File: src/rtl/serial_seq_pkg.sv
// Shared types and default sizing for the serial pattern transmitter and detector benches.
package serial_seq_pkg;

    localparam int DEF_WIDTH = 3;
    localparam int DEF_CNT_W = 8;
    localparam int DEF_GAP_W = 4;

    typedef enum logic [1:0] {
        S_IDLE  = 2'd0,
        S_SHIFT = 2'd1,
        S_GAP   = 2'd2
    } state_t;

endpackage

File: src/rtl/seq_down_counter.sv
// Loadable down-counter with terminal-count (zero) flag; load has priority over decrement.
module seq_down_counter #(
    parameter int W = 4
) (
    input  logic         clk,
    input  logic         rst_n,
    input  logic         i_load,
    input  logic [W-1:0] i_load_val,
    input  logic         i_dec,
    output logic [W-1:0] o_count,
    output logic         o_zero
);

    logic [W-1:0] r_count;

    always_ff @(posedge clk or negedge rst_n) begin
        if (!rst_n) begin
            r_count <= '0;
        end else if (i_load) begin
            r_count <= i_load_val;
        end else if (i_dec) begin
            r_count <= r_count - 1'b1;
        end
    end

    assign o_count = r_count;
    assign o_zero  = (r_count == '0);

endmodule

File: src/rtl/serial_pattern_tx.sv
// Serial pattern transmitter: shifts a latched pattern out MSB-first, repeated with optional idle gaps.
//   state   | meaning
//   S_IDLE  | waiting for a request, in_ready=1
//   S_SHIFT | presenting pattern bits, one per cycle
//   S_GAP   | idle cycles between repetitions
module serial_pattern_tx
    import serial_seq_pkg::*;
#(
    parameter int WIDTH = DEF_WIDTH,
    parameter int CNT_W = DEF_CNT_W,
    parameter int GAP_W = DEF_GAP_W
) (
    input  logic             clk,
    input  logic             rst_n,
    input  logic             in_valid,
    output logic             in_ready,
    input  logic [WIDTH-1:0] in_pattern,
    input  logic [CNT_W-1:0] in_repeat,
    input  logic [GAP_W-1:0] in_gap,
    output logic             so,
    output logic             so_valid,
    output logic             sof,
    output logic             busy,
    output logic             done
);

    localparam int IDX_W = $clog2(WIDTH);
    localparam logic [IDX_W-1:0] IDX_TOP = IDX_W'(WIDTH - 1);

    state_t             r_state;
    state_t             w_state_nxt;
    logic [WIDTH-1:0]   r_pattern;
    logic [GAP_W-1:0]   r_gap;
    logic               r_so, r_so_valid, r_sof, r_busy, r_done;
    logic               w_so_nxt, w_vld_nxt, w_sof_nxt, w_busy_nxt, w_done_nxt;
    logic               w_idx_load, w_idx_dec, w_gap_load, w_gap_dec, w_rep_load, w_rep_dec;
    logic [IDX_W-1:0]   w_idx, w_idx_m1;
    logic               w_idx_zero, w_gap_zero, w_rep_zero;
    logic [GAP_W-1:0]   w_unused_gap_cnt;
    logic [CNT_W-1:0]   w_unused_rep_cnt;
    logic               w_accept;

    assign w_accept = (r_state == S_IDLE) && in_valid;
    assign w_idx_m1 = w_idx - 1'b1;

    seq_down_counter #(.W(IDX_W)) u_idx_cnt (
        .clk        (clk),
        .rst_n      (rst_n),
        .i_load     (w_idx_load),
        .i_load_val (IDX_TOP),
        .i_dec      (w_idx_dec),
        .o_count    (w_idx),
        .o_zero     (w_idx_zero)
    );

    // Gap counter holds remaining gap cycles minus one, so zero marks the last gap cycle.
    seq_down_counter #(.W(GAP_W)) u_gap_cnt (
        .clk        (clk),
        .rst_n      (rst_n),
        .i_load     (w_gap_load),
        .i_load_val (r_gap - 1'b1),
        .i_dec      (w_gap_dec),
        .o_count    (w_unused_gap_cnt),
        .o_zero     (w_gap_zero)
    );

    seq_down_counter #(.W(CNT_W)) u_rep_cnt (
        .clk        (clk),
        .rst_n      (rst_n),
        .i_load     (w_rep_load),
        .i_load_val (in_repeat),
        .i_dec      (w_rep_dec),
        .o_count    (w_unused_rep_cnt),
        .o_zero     (w_rep_zero)
    );

    always_comb begin
        w_state_nxt = r_state;
        w_so_nxt    = 1'b0;
        w_vld_nxt   = 1'b0;
        w_sof_nxt   = 1'b0;
        w_busy_nxt  = 1'b0;
        w_done_nxt  = 1'b0;
        w_idx_load  = 1'b0;
        w_idx_dec   = 1'b0;
        w_gap_load  = 1'b0;
        w_gap_dec   = 1'b0;
        w_rep_load  = 1'b0;
        w_rep_dec   = 1'b0;
        case (r_state)
            S_IDLE: begin
                if (in_valid) begin
                    w_state_nxt = S_SHIFT;
                    w_idx_load  = 1'b1;
                    w_rep_load  = 1'b1;
                    w_so_nxt    = in_pattern[WIDTH-1];
                    w_vld_nxt   = 1'b1;
                    w_sof_nxt   = 1'b1;
                    w_busy_nxt  = 1'b1;
                end
            end
            S_SHIFT: begin
                w_busy_nxt = 1'b1;
                if (!w_idx_zero) begin
                    w_idx_dec = 1'b1;
                    w_so_nxt  = r_pattern[w_idx_m1];
                    w_vld_nxt = 1'b1;
                end else if (w_rep_zero) begin
                    w_state_nxt = S_IDLE;
                    w_done_nxt  = 1'b1;
                    w_busy_nxt  = 1'b0;
                end else begin
                    w_rep_dec = 1'b1;
                    if (r_gap == '0) begin
                        w_idx_load = 1'b1;
                        w_so_nxt   = r_pattern[WIDTH-1];
                        w_vld_nxt  = 1'b1;
                        w_sof_nxt  = 1'b1;
                    end else begin
                        w_state_nxt = S_GAP;
                        w_gap_load  = 1'b1;
                    end
                end
            end
            S_GAP: begin
                w_busy_nxt = 1'b1;
                if (w_gap_zero) begin
                    w_state_nxt = S_SHIFT;
                    w_idx_load  = 1'b1;
                    w_so_nxt    = r_pattern[WIDTH-1];
                    w_vld_nxt   = 1'b1;
                    w_sof_nxt   = 1'b1;
                end else begin
                    w_gap_dec = 1'b1;
                end
            end
            default: begin
                w_state_nxt = S_IDLE;
            end
        endcase
    end

    always_ff @(posedge clk or negedge rst_n) begin
        if (!rst_n) begin
            r_state    <= S_IDLE;
            r_pattern  <= '0;
            r_gap      <= '0;
            r_so       <= 1'b0;
            r_so_valid <= 1'b0;
            r_sof      <= 1'b0;
            r_busy     <= 1'b0;
            r_done     <= 1'b0;
        end else begin
            r_state    <= w_state_nxt;
            r_so       <= w_so_nxt;
            r_so_valid <= w_vld_nxt;
            r_sof      <= w_sof_nxt;
            r_busy     <= w_busy_nxt;
            r_done     <= w_done_nxt;
            if (w_accept) begin
                r_pattern <= in_pattern;
                r_gap     <= in_gap;
            end
        end
    end

    assign in_ready = (r_state == S_IDLE);
    assign so       = r_so;
    assign so_valid = r_so_valid;
    assign sof      = r_sof;
    assign busy     = r_busy;
    assign done     = r_done;

endmodule

File: config.mk
export PLATFORM = sky130hd
export DESIGN_NAME = serial_pattern_tx
export DESIGN_NICKNAME = d
export VERILOG_FILES = /design/src/rtl/serial_seq_pkg.sv /design/src/rtl/seq_down_counter.sv /design/src/rtl/serial_pattern_tx.sv
export SDC_FILE = /design/constraint.sdc
export NUM_CORES = 1
export LEC_CHECK = 0
export CAP_MARGIN = 20
export CORE_ASPECT_RATIO = 1.1
export CORE_MARGIN = 2
export CORE_UTILIZATION = 35
export DETAILED_ROUTE_END_ITERATION = 8
export GPL_ROUTABILITY_DRIVEN = 0
export PLACE_DENSITY = 0.67
export SETUP_SLACK_MARGIN = 0.3
export SLEW_MARGIN = 5
export SYNTH_ARGS = -nofsm -noshare
export SYNTH_HDL_FRONTEND = slang
export SYNTH_SLANG_ARGS = --single-unit
File: constraint.sdc
create_clock -name clk -period 2.2 [get_ports clk]
set_input_delay 0.33 -clock clk [delete_from_list [all_inputs] [get_ports clk]]
set_output_delay 0.33 -clock clk [all_outputs]
set_load 0.1 [all_outputs]
==> results.yml, run 1 <==
sta:
  period_share: 0.910
  tightestPinTransition_ns: 0.540
  layout_setup_ws_ns: 0.197
  final_max_slew_viol_count: 0
  maxSlewHeadroom: 0.638
  setup_violations: 0
  skew_ns: 0.00636
  max_freq_mhz: 499
  fin_crit_ns: 2.00
  rsz0062_at_grt: "yes"
  setup_tns_ns: 0
  finalHoldViolCount: 0
yosys:
  yosys_most_used_dff: "dfrtp_1"
  syn-instance-count: 161
  synth_compound_area_frac: 0.184
  synth_area_per_cell_um2: 9.51
  async_flop_share: 1.00
  ys_warn_count: 0
  syn_nets: 182
  synth_cell_types: 50
  synth_area_um2: 1530
  ys_ff_latch: 28
  yosysSeqAreaShare: 0.458
  yosys.area_share.adder: 0.0245
  yosys.area_share.simple: 0.252
  synth_edf_count: 0
  synth_top_family_by_area: "simple AND/OR/NAND/NOR gates"
  synthMuxAreaShare: 0.0139
  synthXorXnorAreaFrac: 0.0172
grt:
  grt_max_degree: 29
  antenna_found_initial: 0
  track_usage: 0.146
  grt_pass1_wl_um: 5590
  grt_overflow: 0
  grt_pass1_vias: 1188
worst_setup_path:
  crit_start: "u_rep_cnt.o_count[1]$_DFFE_PN0P_"
  crit_chain: "inv_1 -> ha_2 -> nor4b_4 -> a21oi_4 -> a21oi_2 -> a21oi_2 -> ha_2 -> o311ai_1 -> a21oi_1 -> a311o_1"
  max_stage_delay_ns: 0.39
  critPathLaunchType: "flip-flop"
  cp_max_fo: 6
  end_kind: "flip-flop"
  crit_required_ns: 2.36
  cpMaxStageDelayCell: "dfrtp_1"
  arrival_ns: 2.16
  r2r-start: "u_rep_cnt.o_count[1]$_DFFE_PN0P_"
  critPathKind: "flip-flop to flip-flop"
placement:
  detailed_place_hpwl_um: 2380
  port_buffers: 23
  post-place-ws_ns: 0.0876
  place_inst: 246
  place_area_um2: 1900
clock_network:
  cts_sinks: 28
  clk_pin_slew_ns: 0.10
  clkLatencyLatePin_ns: 0.27
  clockBufferDepth: 2
  cts_tree: "built"
  root_buffer: "clkbuf_8"
  cts_hold_buffers: 0
  cts_buffers: 3
  htree_levels: 1
die:
  start_util: 0.360
  core-area_um2: 4250
  num_io_pins: 24
  die_w_um: 67.1
  die_h_um: 73.4
  dieArea_um2: 4920
  placementRows: 25
drt:
  drc_errors: 0
  wl_um: 3200
  route.antenna.remaining_nets: 0
  first_pass_iters: 4
  wl_per_cell_um: 12.5
  via_per_inst: 5.05
  drtIter0Drc: 62
  num_vias: 1292
finish:
  regArea_um2: 701
  drive_gt1_frac: 0.277
  syn_to_final_growth_pct: 32.0
  fin_util: 0.475
  final_cells: 256
  diodes: 0
  final_cell_area_um2: 2020
  nNetsFinal: 224
  multi_input_area_um2: 796
  fill_cells: 428
power:
  peakVddDrop_mv: 0.527
  p_leak_nw: 0.883
  powerDensity_nw_per_um2: 1470
min_path:
  hp-class: "primary input to asynchronous set/reset pin"
status:
  status: "complete, no violations"
job:
  maxCapViolCount: 0
-- flip-flops by register name, indices dropped and copies added, names as in the netlist --
register,count
done,1
r_pattern,3
u_rep_cnt.o_count,8
u_gap_cnt.o_count,4
r_state,2
so_valid,1
r_gap,4
so,1
busy,1
u_idx_cnt.o_count,2
sof,1
-- cells by family (layout without fill, tap and decap cells) --
family,Yosys count,after routing
AO/OA/AOI/OAI,38,38
XOR/XNOR,3,3
flip-flops,28,28
multiplexers,2,2
buffers and inverters,15,56
AND/OR/NAND/NOR,72,72
adder cells (fa/ha/maj),3,3
-- cell usage in the layout, fill, tap and decap left out, types with 2 or more instances in the layout --
cell,Yosys,layout
a21oi_2,3,4
nor2_1,9,8
nor3_2,2,2
ha_2,0,3
nand4b_1,2,2
o41ai_1,2,2
dfrtp_1,28,28
clkbuf_8,0,4
nand2_1,33,32
a211o_1,2,2
clkdlybuf4s50_1,0,17
o31ai_1,2,2
nand3_1,4,4
buf_4,0,27
inv_1,8,7
or3b_1,2,2
nor3_1,5,5
o21ai_1,4,4
or3_1,2,2
xnor2_1,3,3
o21ai_0,3,3
o211ai_1,2,2
a21oi_1,7,5
-- per-layer routing --
metal	vias up	global-route usage	share of wire
met1	613	0.212	0.50
met4	0	0.0476	0.011
met3	2	0.0153	0.036
li1	656	-	-
met2	21	0.227	0.46
met5	-	0	0
-- metrics by stage --
step / hold WS, ns / power, mW
4_1_cts: 0.445 / 2.97
2_1_floorplan: 0.0344 / 2.12
3_3_place_gp: 0.466 / 2.52
5_1_grt: 0.470 / 3.20
6_report: 0.427 / 2.96
3_5_place_dp: 0.471 / 2.53
-- layout make-up --
| type | instances | area share |
|---|---|---|
| Multi-Input combinational cell | 118 | 0.394 |
| Inverter | 8 | 0.0149 |
| Sequential cell | 28 | 0.347 |
| Clock buffer | 4 | 0.0272 |
| Tap cell | 54 | 0.0334 |
| Timing Repair Buffer | 44 | 0.184 |
-- final timing paths --
check	to	slack, ns	depth (start not counted)
min	u_gap_cnt.o_count[3]$_DFFE_PN0P_	0.43	2
min reg2reg	r_pattern[0]$_DFFE_PN0P_	0.48	2
max	u_gap_cnt.o_count[2]$_DFFE_PN0P_	0.20	10
max in group asynchronous	busy$_DFF_PN0_	1.50	2
max reg2reg	u_gap_cnt.o_count[2]$_DFFE_PN0P_	0.20	10
min in group clk	r_pattern[0]$_DFFE_PN0P_	0.48	2
-- timing repair --
item                                   in CTS  in global routing
endpoints found under the hold margin       0                  0
pin swaps                                   7                  3
setup endpoints to repair                   1                  3
gates resized for setup                     5                  2
buffers inserted                            6                  0
-- synthesized netlist by cell type (2+ instances only) --
library cell	number	area [um^2]
ha_1	3	37.5
a211o_1	2	17.5
buf_2	2	10.0
buf_6	2	22.5
nor3_2	2	20.0
or3_1	2	12.5
nor4_1	2	12.5
a21oi_1	7	35.0
o41ai_1	2	17.5
dfrtp_1	28	701
clkbuf_1	2	7.51
nand4b_1	2	17.5
nand3_1	4	20.0
o21ai_0	3	15.0
a21oi_2	3	26.3
nor3_1	5	25.0
nor2_1	9	33.8
inv_1	8	30.0
nand2_1	33	124
o21ai_1	4	20.0
a22oi_1	2	15.0
o211ai_1	2	15.0
or3b_1	2	17.5
o31ai_1	2	15.0
xnor2_1	3	26.3
-- report_power, final --
group | internal (mW) | switching, mW
registers | 0.747 | 0.215
logic | 0.720 | 0.965
clock network | 0.160 | 0.156
-- critical path, delay by kind of cell, from the launching register on --
family                     cells  cell delay [ns]
AOI/OAI and AO/OA              6             0.81
adders and majority gates      2             0.37
buffers and inverters          1             0.06
DFF                            1             0.39
and+or+nand+nor                1             0.26
Power figures use the tool's default switching activity.
==> inputs of run 2 (changes only) <==
--- a/config.mk
+++ b/config.mk
@@ -11,6 +11,7 @@
 export CORE_UTILIZATION = 35
 export DETAILED_ROUTE_END_ITERATION = 8
 export GPL_ROUTABILITY_DRIVEN = 0
+export HOLD_SLACK_MARGIN = 0.06
 export PLACE_DENSITY = 0.67
 export SETUP_SLACK_MARGIN = 0.3
 export SLEW_MARGIN = 5
==> results of run 2 <==
No change in the layout: final DEF, timing and power equal those of run 1.
==> inputs of run 3 (changes only) <==
--- a/config.mk
+++ b/config.mk
@@ -11,7 +11,6 @@
 export CORE_UTILIZATION = 35
 export DETAILED_ROUTE_END_ITERATION = 8
 export GPL_ROUTABILITY_DRIVEN = 0
-export HOLD_SLACK_MARGIN = 0.06
 export PLACE_DENSITY = 0.67
 export SETUP_SLACK_MARGIN = 0.3
 export SLEW_MARGIN = 5
==> results of run 3 <==
No change in the layout: final DEF, timing and power equal those of run 1.
